[src/rtl/dmem_ctrl.sv]
// Data-memory controller: valid/ready load/store port with configurable latency,
// byte/half/word lanes. Optional macro DMEM_MISALIGN_TRAP_EN turns misaligned accesses into errors.
module dmem_ctrl #(
    parameter int unsigned DEPTH   = 128,
    parameter int unsigned ADDR_W  = 32,
    parameter int unsigned LATENCY = 0
) (
    input  logic              clk,
    input  logic              rst,
    input  logic              req_valid,
    output logic              req_ready,
    input  logic              req_we,
    input  logic [1:0]        req_size,
    input  logic              req_unsigned,
    input  logic [ADDR_W-1:0] req_addr,
    input  logic [31:0]       req_wdata,
    output logic              resp_valid,
    input  logic              resp_ready,
    output logic [31:0]       resp_rdata,
    output logic              resp_err
);

    localparam int unsigned IDX_W = $clog2(DEPTH);
    localparam logic [ADDR_W:0] LIMIT = (ADDR_W+1)'(DEPTH) << 2;

    typedef enum logic [1:0] {S_IDLE, S_WAIT, S_RESP} state_t;
    typedef logic [31:0] mem_t [DEPTH];

    function automatic mem_t f_init();
        mem_t m;
        for (int unsigned i = 0; i < DEPTH; i++) m[i] = 32'(i);
        return m;
    endfunction

    mem_t r_mem = f_init();

    state_t            r_state, w_state_nxt;
    logic [3:0]        r_cnt, w_cnt_nxt;
    logic              w_enter;
    logic              r_we, r_uns;
    logic [1:0]        r_size;
    logic [ADDR_W-1:0] r_addr;
    logic [31:0]       r_wdata;
    logic [31:0]       r_rdata;
    logic              r_err;

    // With LATENCY=0 the commit edge is the acceptance edge, so operands come straight from the inputs.
    logic              w_sel;
    logic              w_we, w_uns;
    logic [1:0]        w_size;
    logic [ADDR_W-1:0] w_addr;
    logic [31:0]       w_wdata;

    assign w_sel   = (r_state == S_IDLE);
    assign w_we    = w_sel ? req_we       : r_we;
    assign w_uns   = w_sel ? req_unsigned : r_uns;
    assign w_size  = w_sel ? req_size     : r_size;
    assign w_addr  = w_sel ? req_addr     : r_addr;
    assign w_wdata = w_sel ? req_wdata    : r_wdata;

    logic [IDX_W-1:0] w_idx;
    logic [1:0]       w_lane;
    logic             w_trap, w_err;
    logic [31:0]      w_mask, w_wrep, w_old, w_new, w_sh, w_load, w_rdata;

    assign w_idx = w_addr[2 +: IDX_W];
    assign w_old = r_mem[w_idx];

    always_comb begin
        w_lane = w_addr[1:0];
        w_trap = 1'b0;
        w_mask = 32'h0000_00FF;
        w_wrep = {4{w_wdata[7:0]}};
        case (w_size)
            2'b01: begin
                w_lane = {w_addr[1], 1'b0};
                w_mask = 32'h0000_FFFF;
                w_wrep = {2{w_wdata[15:0]}};
`ifdef DMEM_MISALIGN_TRAP_EN
                w_trap = w_addr[0];
`endif
            end
            2'b10: begin
                w_lane = 2'b00;
                w_mask = '1;
                w_wrep = w_wdata;
`ifdef DMEM_MISALIGN_TRAP_EN
                w_trap = |w_addr[1:0];
`endif
            end
            default: ;
        endcase
        w_mask = w_mask << {w_lane, 3'b000};
    end

    assign w_err = (w_size == 2'b11) || ({1'b0, w_addr} >= LIMIT) || w_trap;
    assign w_new = (w_old & ~w_mask) | (w_wrep & w_mask);
    assign w_sh  = w_old >> {w_lane, 3'b000};

    always_comb begin
        case (w_size)
            2'b00:   w_load = {{24{~w_uns & w_sh[7]}},  w_sh[7:0]};
            2'b01:   w_load = {{16{~w_uns & w_sh[15]}}, w_sh[15:0]};
            default: w_load = w_old;
        endcase
        w_rdata = (w_err || w_we) ? '0 : w_load;
    end

    always_comb begin
        w_state_nxt = r_state;
        w_cnt_nxt   = r_cnt;
        w_enter     = 1'b0;
        req_ready   = 1'b0;
        resp_valid  = 1'b0;
        case (r_state)
            S_IDLE: begin
                req_ready = 1'b1;
                if (req_valid) begin
                    if (LATENCY == 0) begin
                        w_state_nxt = S_RESP;
                        w_enter     = 1'b1;
                    end else begin
                        w_state_nxt = S_WAIT;
                        w_cnt_nxt   = 4'(LATENCY - 1);
                    end
                end
            end
            S_WAIT: begin
                if (r_cnt == '0) begin
                    w_state_nxt = S_RESP;
                    w_enter     = 1'b1;
                end else begin
                    w_cnt_nxt = r_cnt - 4'd1;
                end
            end
            S_RESP: begin
                resp_valid = 1'b1;
                if (resp_ready) w_state_nxt = S_IDLE;
            end
            default: w_state_nxt = S_IDLE;
        endcase
    end

    always_ff @(posedge clk) begin
        if (rst) begin
            r_state <= S_IDLE;
            r_cnt   <= '0;
            r_rdata <= '0;
            r_err   <= 1'b0;
        end else begin
            r_state <= w_state_nxt;
            r_cnt   <= w_cnt_nxt;
            if (req_valid && req_ready) begin
                r_we    <= req_we;
                r_uns   <= req_unsigned;
                r_size  <= req_size;
                r_addr  <= req_addr;
                r_wdata <= req_wdata;
            end
            if (w_enter) begin
                r_rdata <= w_rdata;
                r_err   <= w_err;
            end
        end
    end

    always_ff @(posedge clk) begin
        if (!rst && w_enter && w_we && !w_err) r_mem[w_idx] <= w_new;
    end

    assign resp_rdata = r_rdata;
    assign resp_err   = r_err;

endmodule

[config.mk]
export PLATFORM = sky130hd
export DESIGN_NAME = dmem_ctrl
export DESIGN_NICKNAME = d
export VERILOG_FILES = /design/src/rtl/dmem_ctrl.sv
export SDC_FILE = /design/constraint.sdc
export NUM_CORES = 2
export LEC_CHECK = 0
export CAP_MARGIN = 20
export CORE_UTILIZATION = 45
export DETAILED_ROUTE_END_ITERATION = 8
export PLACE_DENSITY_LB_ADDON = 0.15
export SLEW_MARGIN = 0
export SYNTH_ARGS = -nofsm -noshare
export SYNTH_HDL_FRONTEND = slang
export SYNTH_SLANG_ARGS = --single-unit
[constraint.sdc]
create_clock -name clk -period 32.5 [get_ports clk]
set_input_delay 6.5 -clock clk [delete_from_list [all_inputs] [get_ports clk]]
set_output_delay 6.5 -clock clk [all_outputs]
set_load 0.02 [all_outputs]
# After elaboration in Yosys (flattened, before gate mapping)
# Memories as Yosys holds them, arrays and structs flattened.
# Cells that the tools add are included.
# W data, S select, Z words.
# classes
n_addsub,1
n_lt_le_gt_ge,1
n_eq_ne,8
n_shift,2
muxes,21
bitwise_logic,9
n_reduce_logical,14
# ops
cell,count
$pmux W32 S2,3
$mux W32,3
$and A32 B32 Y32,2
$ge A32 B10 Y1 const B,1
$not A32 Y32,1
$or A32 B32 Y32,1
$shl A32 B5 Y32,1
$shr A32 B5 Y16,1
$mux W1,8
$mux W2,4
$eq A2 B2 Y1 const B,3
$ne A2 B2 Y1 const B,3
$pmux W2 S3,1
$eq A2 B1 Y1 const B,2
$logic_and A1 B1 Y1,4
$logic_not A2 Y1,2
$logic_not A4 Y1,1
$pmux W2 S2,1
$reduce_and A2 Y1,2
$sub A4 B1 Y4 const B,1
$not A1 Y1,3
$reduce_and A3 Y1,1
$and A1 B1 Y1,2
$logic_not A1 Y1,2
2 further kinds,3
# word_totals
register_bits,107
ram_bits,4096
out_inout_bits,35
wordCells,66
memories,1
# mem_list
memory,depth,word_bits,rd,rd_clocked_by_memory_dff,wr,line_no,rtl
r_mem,128,32,1,0,1,35,mem_t r_mem = f_init();

# Longest topological paths before layout
# logic_depth
word_depth,8
mapped_depth,21
mapped_depth_nobuf,11

# Least setup slack after synthesis
# Ideal clock, no wire load.
# synth_timing
path_type,input to register
from,in req_addr[2]
to,"mem r_mem[0][17] (netlist bit), data pin"
arrival_ns,13.920
slack_ns,17.382
path_stages,13
n_path_buf,6
cell_sequence,mux2_4 -> buf_6 -> buf_6 -> buf_6 -> buf_6 -> buf_8 -> buf_8 -> mux2i_1 -> a2bb2oi_1 -> a31oi_1 -> or4_1 -> or4b_1 -> o21ai_0
# synth_via
elab_chain_cells,4
# synth_rtl
item,line_no,rtl
from (decl),15,"input logic [ADDR_W-1:0] req_addr,"
$mux W32,58,assign w_addr = w_sel ? req_addr : r_addr;
$mem_v2 Z128 W32,--,
$and A32 B32 Y32,97,assign w_new = (w_old & ~w_mask) | (w_wrep & w_mask);
$or A32 B32 Y32,97,
named net w_new[17],64,"logic [31:0] w_mask, w_wrep, w_old, w_new, w_sh, w_load, w_rdata;"
to (decl),35,
# The timed path passes the listed nets, and every way through them passes these cells.

# Worst setup path in the final report
# layout_timing
from,in req_addr[4]
to,"mem r_mem[4][16] (netlist bit), data pin"
# Same word-level chain as after synthesis.

==> results.json <==
{
  "critPathCapture": "r_mem[4][16]$_DFFE_PP_",
  "slew_viol_final": 0,
  "worstMarginPinSlew_ns": 1.270,
  "ys_seq_area_share_pct": 78.70,
  "fmax_mhz": 70.74,
  "leakage_uw": 0.05603,
  "dr_total_vias": 105229,
  "yosys.area.top_type": "edfxtp_1",
  "grt_pass1_wl_mm": 817.0,
  "rsz0062_at_grt": "no",
  "first_pass_iters": 9,
  "grt_max_degree": 132,
  "crit_top_cell": "buf_4",
  "crit_cells": 16,
  "status": "complete, but fails checks",
  "drt-initial-drc-count": 18025,
  "drc": 2,
  "cts_buffer_depth": 4,
  "cp-start-kind": "input port",
  "portBuffers": 106,
  "cts_tree": "built",
  "overflow": 0,
  "synth_edf_count": 4164,
  "power_frac_comb_pct": 10.7,
  "multiInputGateArea_mm2": 0.03213,
  "critical_path_class": "input port to flop",
  "yosysMostFrequentCell": "edfxtp_1",
  "maxCapViolCount": 0,
  "ff2ff_path_depth": 14,
  "die_w_um": 597.8,
  "cp_num_buf_inv": 9,
  "met3_usage_pct": 6.705,
  "postCtsSetupBuffers": 0,
  "die_height_um": 597.8,
  "worst_slack_ns": 18.36,
  "drt-total-wl_mm": 601.2,
  "dieArea_mm2": 0.3574,
  "slowest_stage": "o41ai_2",
  "grtUsageTotal_pct": 32.82,
  "crit_chain": "clkdlybuf4s50_1, nand3b_1, buf_12, buf_4, buf_4, buf_4, buf_4, a21oi_1, o41ai_1, a21oi_1, o41ai_2, buf_4, nand4_1, o21ai_4, buf_4, buf_4",
  "row_count": 218,
  "p_switching_uw": 3202,
  "dp.final_hpwl_mm": 318.9,
  "synth_fp_nets": 10262,
  "busiest_layer": "met2",
  "ctsHoldBuffers": 0,
  "cts_root_buffer": "clkbuf_16",
  "power_frac_seq_pct": 50.9,
  "ant_nets": 0,
  "path_clk_slew_ns": 0.06,
  "gp_congestion": 0.9347,
  "period_minus_slack_ns": 14.14,
  "netlist_instances": 10185,
  "fin_nets": 10434,
  "avgSynthCellArea_um2": 15.68,
  "fill_cells": 28737,
  "worst_ep_arrival_time_ns": 14.79,
  "ctsResizeCount": 0,
  "synthToLayoutAreaGrowth_pct": 14.02,
  "required_ns": 33.15,
  "synth_area_mm2": 0.1597,
  "clkLatencyLatePin_ns": 1.00,
  "ys_warn_count": 0,
  "ys_ff_latch": 4198,
  "maxSlewHeadroom_pct": 15.34,
  "met1_usage_pct": 45.00,
  "ir_drop_v": 0.00004740,
  "finClkSkew_ns": 0.05777,
  "viasPerCell": 6.810,
  "violations": "DRC",
  "ios": 107,
  "regToRegSetupSlack_ns": 22.98,
  "ys_top_cells_by_area": "edfxtp_1 (78%), a21oi_1 (4.5%), o22ai_1 (3.7%)",
  "synthTopCellsByCount": "edfxtp_1 (4164), a21oi_1 (1424), o22ai_1 (938)",
  "drive_gt1_share_pct": 12.41,
  "place_ws_ns": 17.54,
  "setup_tns_ns": 0,
  "numCtsBuffers": 427,
  "cts.sinks": 4198,
  "powerDensity_mw_per_mm2": 68.93,
  "antenna_found_initial": 39,
  "setup_viol": 0,
  "hp-start": "resp_rdata[27]$_SDFFE_PP0P_",
  "ctsHtreeMaxLevel": 5,
  "regToRegStartpoint": "r_state[1]$_SDFFE_PP0P_",
  "cp_max_fo": 75,
  "regArea_mm2": 0.1257,
  "finalCritPeriodShare_pct": 43.50,
  "clkPwrFrac_pct": 38.4,
  "slowest_delay_ns": 1.06,
  "ys.flop_type": "edfxtp_1",
  "avgRoutedWirePerCell_um": 38.91,
  "hold_viol_final": 0,
  "grt_pass1_vias": 98430,
  "hold_path.class": "flop to flop",
  "ys_types": 94,
  "initial_core_util_pct": 45.26,
  "setup.worst_path.end_class": "flop",
  "switching_share_pct": 25.50,
  "netlist.area_leader.share_pct": 78.27,
  "startpoint": "req_addr[4]",
  "intPower_uw": 9353,
  "core_area_mm2": 0.3530,
  "r2r-end": "r_mem[94][26]$_DFFE_PP_",
  "met2_usage_pct": 50.40,
  "worst_path_dominant_cell_family": "buffers and inverters",
  "async_reset_ff_share_pct": 0
}
## sequential cells by signal, summed over array words and instances, names as in the netlist
signal	cells
r_addr	32
r_uns	1
r_mem	4096
r_wdata	32
r_we	1
resp_rdata	32
r_state	1
resp_err	1
r_size	2
## kinds of logic after synthesis
| logic type | after synthesis | share of synthesized area, % |
|---|---|---|
| flops | 4198 | 78.70 |
| compound gates | 3417 | 13.45 |
| fa+ha+maj | 5 | 0.03916 |
| buf+inv | 818 | 2.356 |
| simple gates | 1586 | 4.432 |
| mux | 161 | 1.024 |
## metal layers
| metal | wire length, um | part of all wire (%) | vias up |
|---|---|---|---|
| met5 | 155 | 0.026 | - |
| met4 | 32350 | 5.4 | 24 |
| met3 | 69450 | 12 | 1373 |
| met2 | 273100 | 45 | 7680 |
| met1 | 226200 | 38 | 54416 |
| li1 | - | - | 41736 |
## stage by stage
step	instances	util (%)	hold slack (ns)	instance area, um2	power [uW]
after floorplan	10185	-	0.5234	159700	7261
after global placement	14637	47.69	0.4475	168300	7760
after detailed placement	14652	47.75	0.4522	168500	7798
after CTS	15433	51.58	0.4608	182000	12520
after global routing	15441	51.60	0.4846	182100	12800
final	15453	51.61	0.4575	182100	12550
## power by group through the flow
stage	clock [uW]	sequential, uW	combinational, uW
after floorplan	0	6630	630
after global placement	0	6500	1260
after detailed placement	0	6500	1290
after CTS	4840	6390	1300
after global routing	5040	6390	1370
final	4820	6390	1340
## worst register-to-register path, cell delays in order, from the launching register on
cell,delay [ns]
dfxtp_4,0.79
buf_4,0.78
mux2_8,0.69
buf_4,0.63
buf_4,0.73
buf_4,0.85
buf_4,0.66
nand2_1,0.16
a32o_1,0.31
o31a_1,0.31
o41ai_2,0.96
o2111ai_1,0.54
o21ai_4,0.30
buf_4,0.56
buf_4,0.75
## layout make-up
class	count	share of cell area [%]
diodes	14	0.01923
clock buffers	526	6.211
clock inverters	255	1.207
inverters	8	0.01649
multi-input cells	5169	17.64
flip-flops and latches	4198	69.02
well taps	4730	3.249
repair buffers	553	2.630
## layout by cell type (no fill, tap or decap), drive strengths merged, types with 18 or more instances in the layout
cell           Yosys  routed
a41oi             22      22
nor3             304     304
o41ai            402     402
clkbuf           366     528
a21o              21      21
bufinv             0      32
o22ai            938     938
a21oi           1424    1424
nand3            168     168
a32oi             87      87
a31oi            100     100
o31ai             31      31
clkinv             0     205
nand2            649     649
a32o              24      24
o221ai            46      46
o21ai            144     144
clkdlybuf4s50      0     106
or3               24      24
nand2b            18      18
mux2i            154     154
edfxtp          4164    4164
dfxtp             34      34
nor2             303     303
buf              444     444
inv                8      18
o22a              28      28
nor4              33      33
## worst min path at each step
| stage | to | cells after the start |
|---|---|---|
| after global placement | resp_rdata[30]$_SDFFE_PP0P_ | 2 |
| after CTS | resp_rdata[27]$_SDFFE_PP0P_ | 2 |
| after floorplan | resp_rdata[25]$_SDFFE_PP0P_ | 2 |
| final | resp_rdata[27]$_SDFFE_PP0P_ | 2 |
| after detailed placement | resp_rdata[27]$_SDFFE_PP0P_ | 2 |
| after global routing | resp_rdata[29]$_SDFFE_PP0P_ | 2 |
Note: power is estimated with default switching activity, not from simulation.
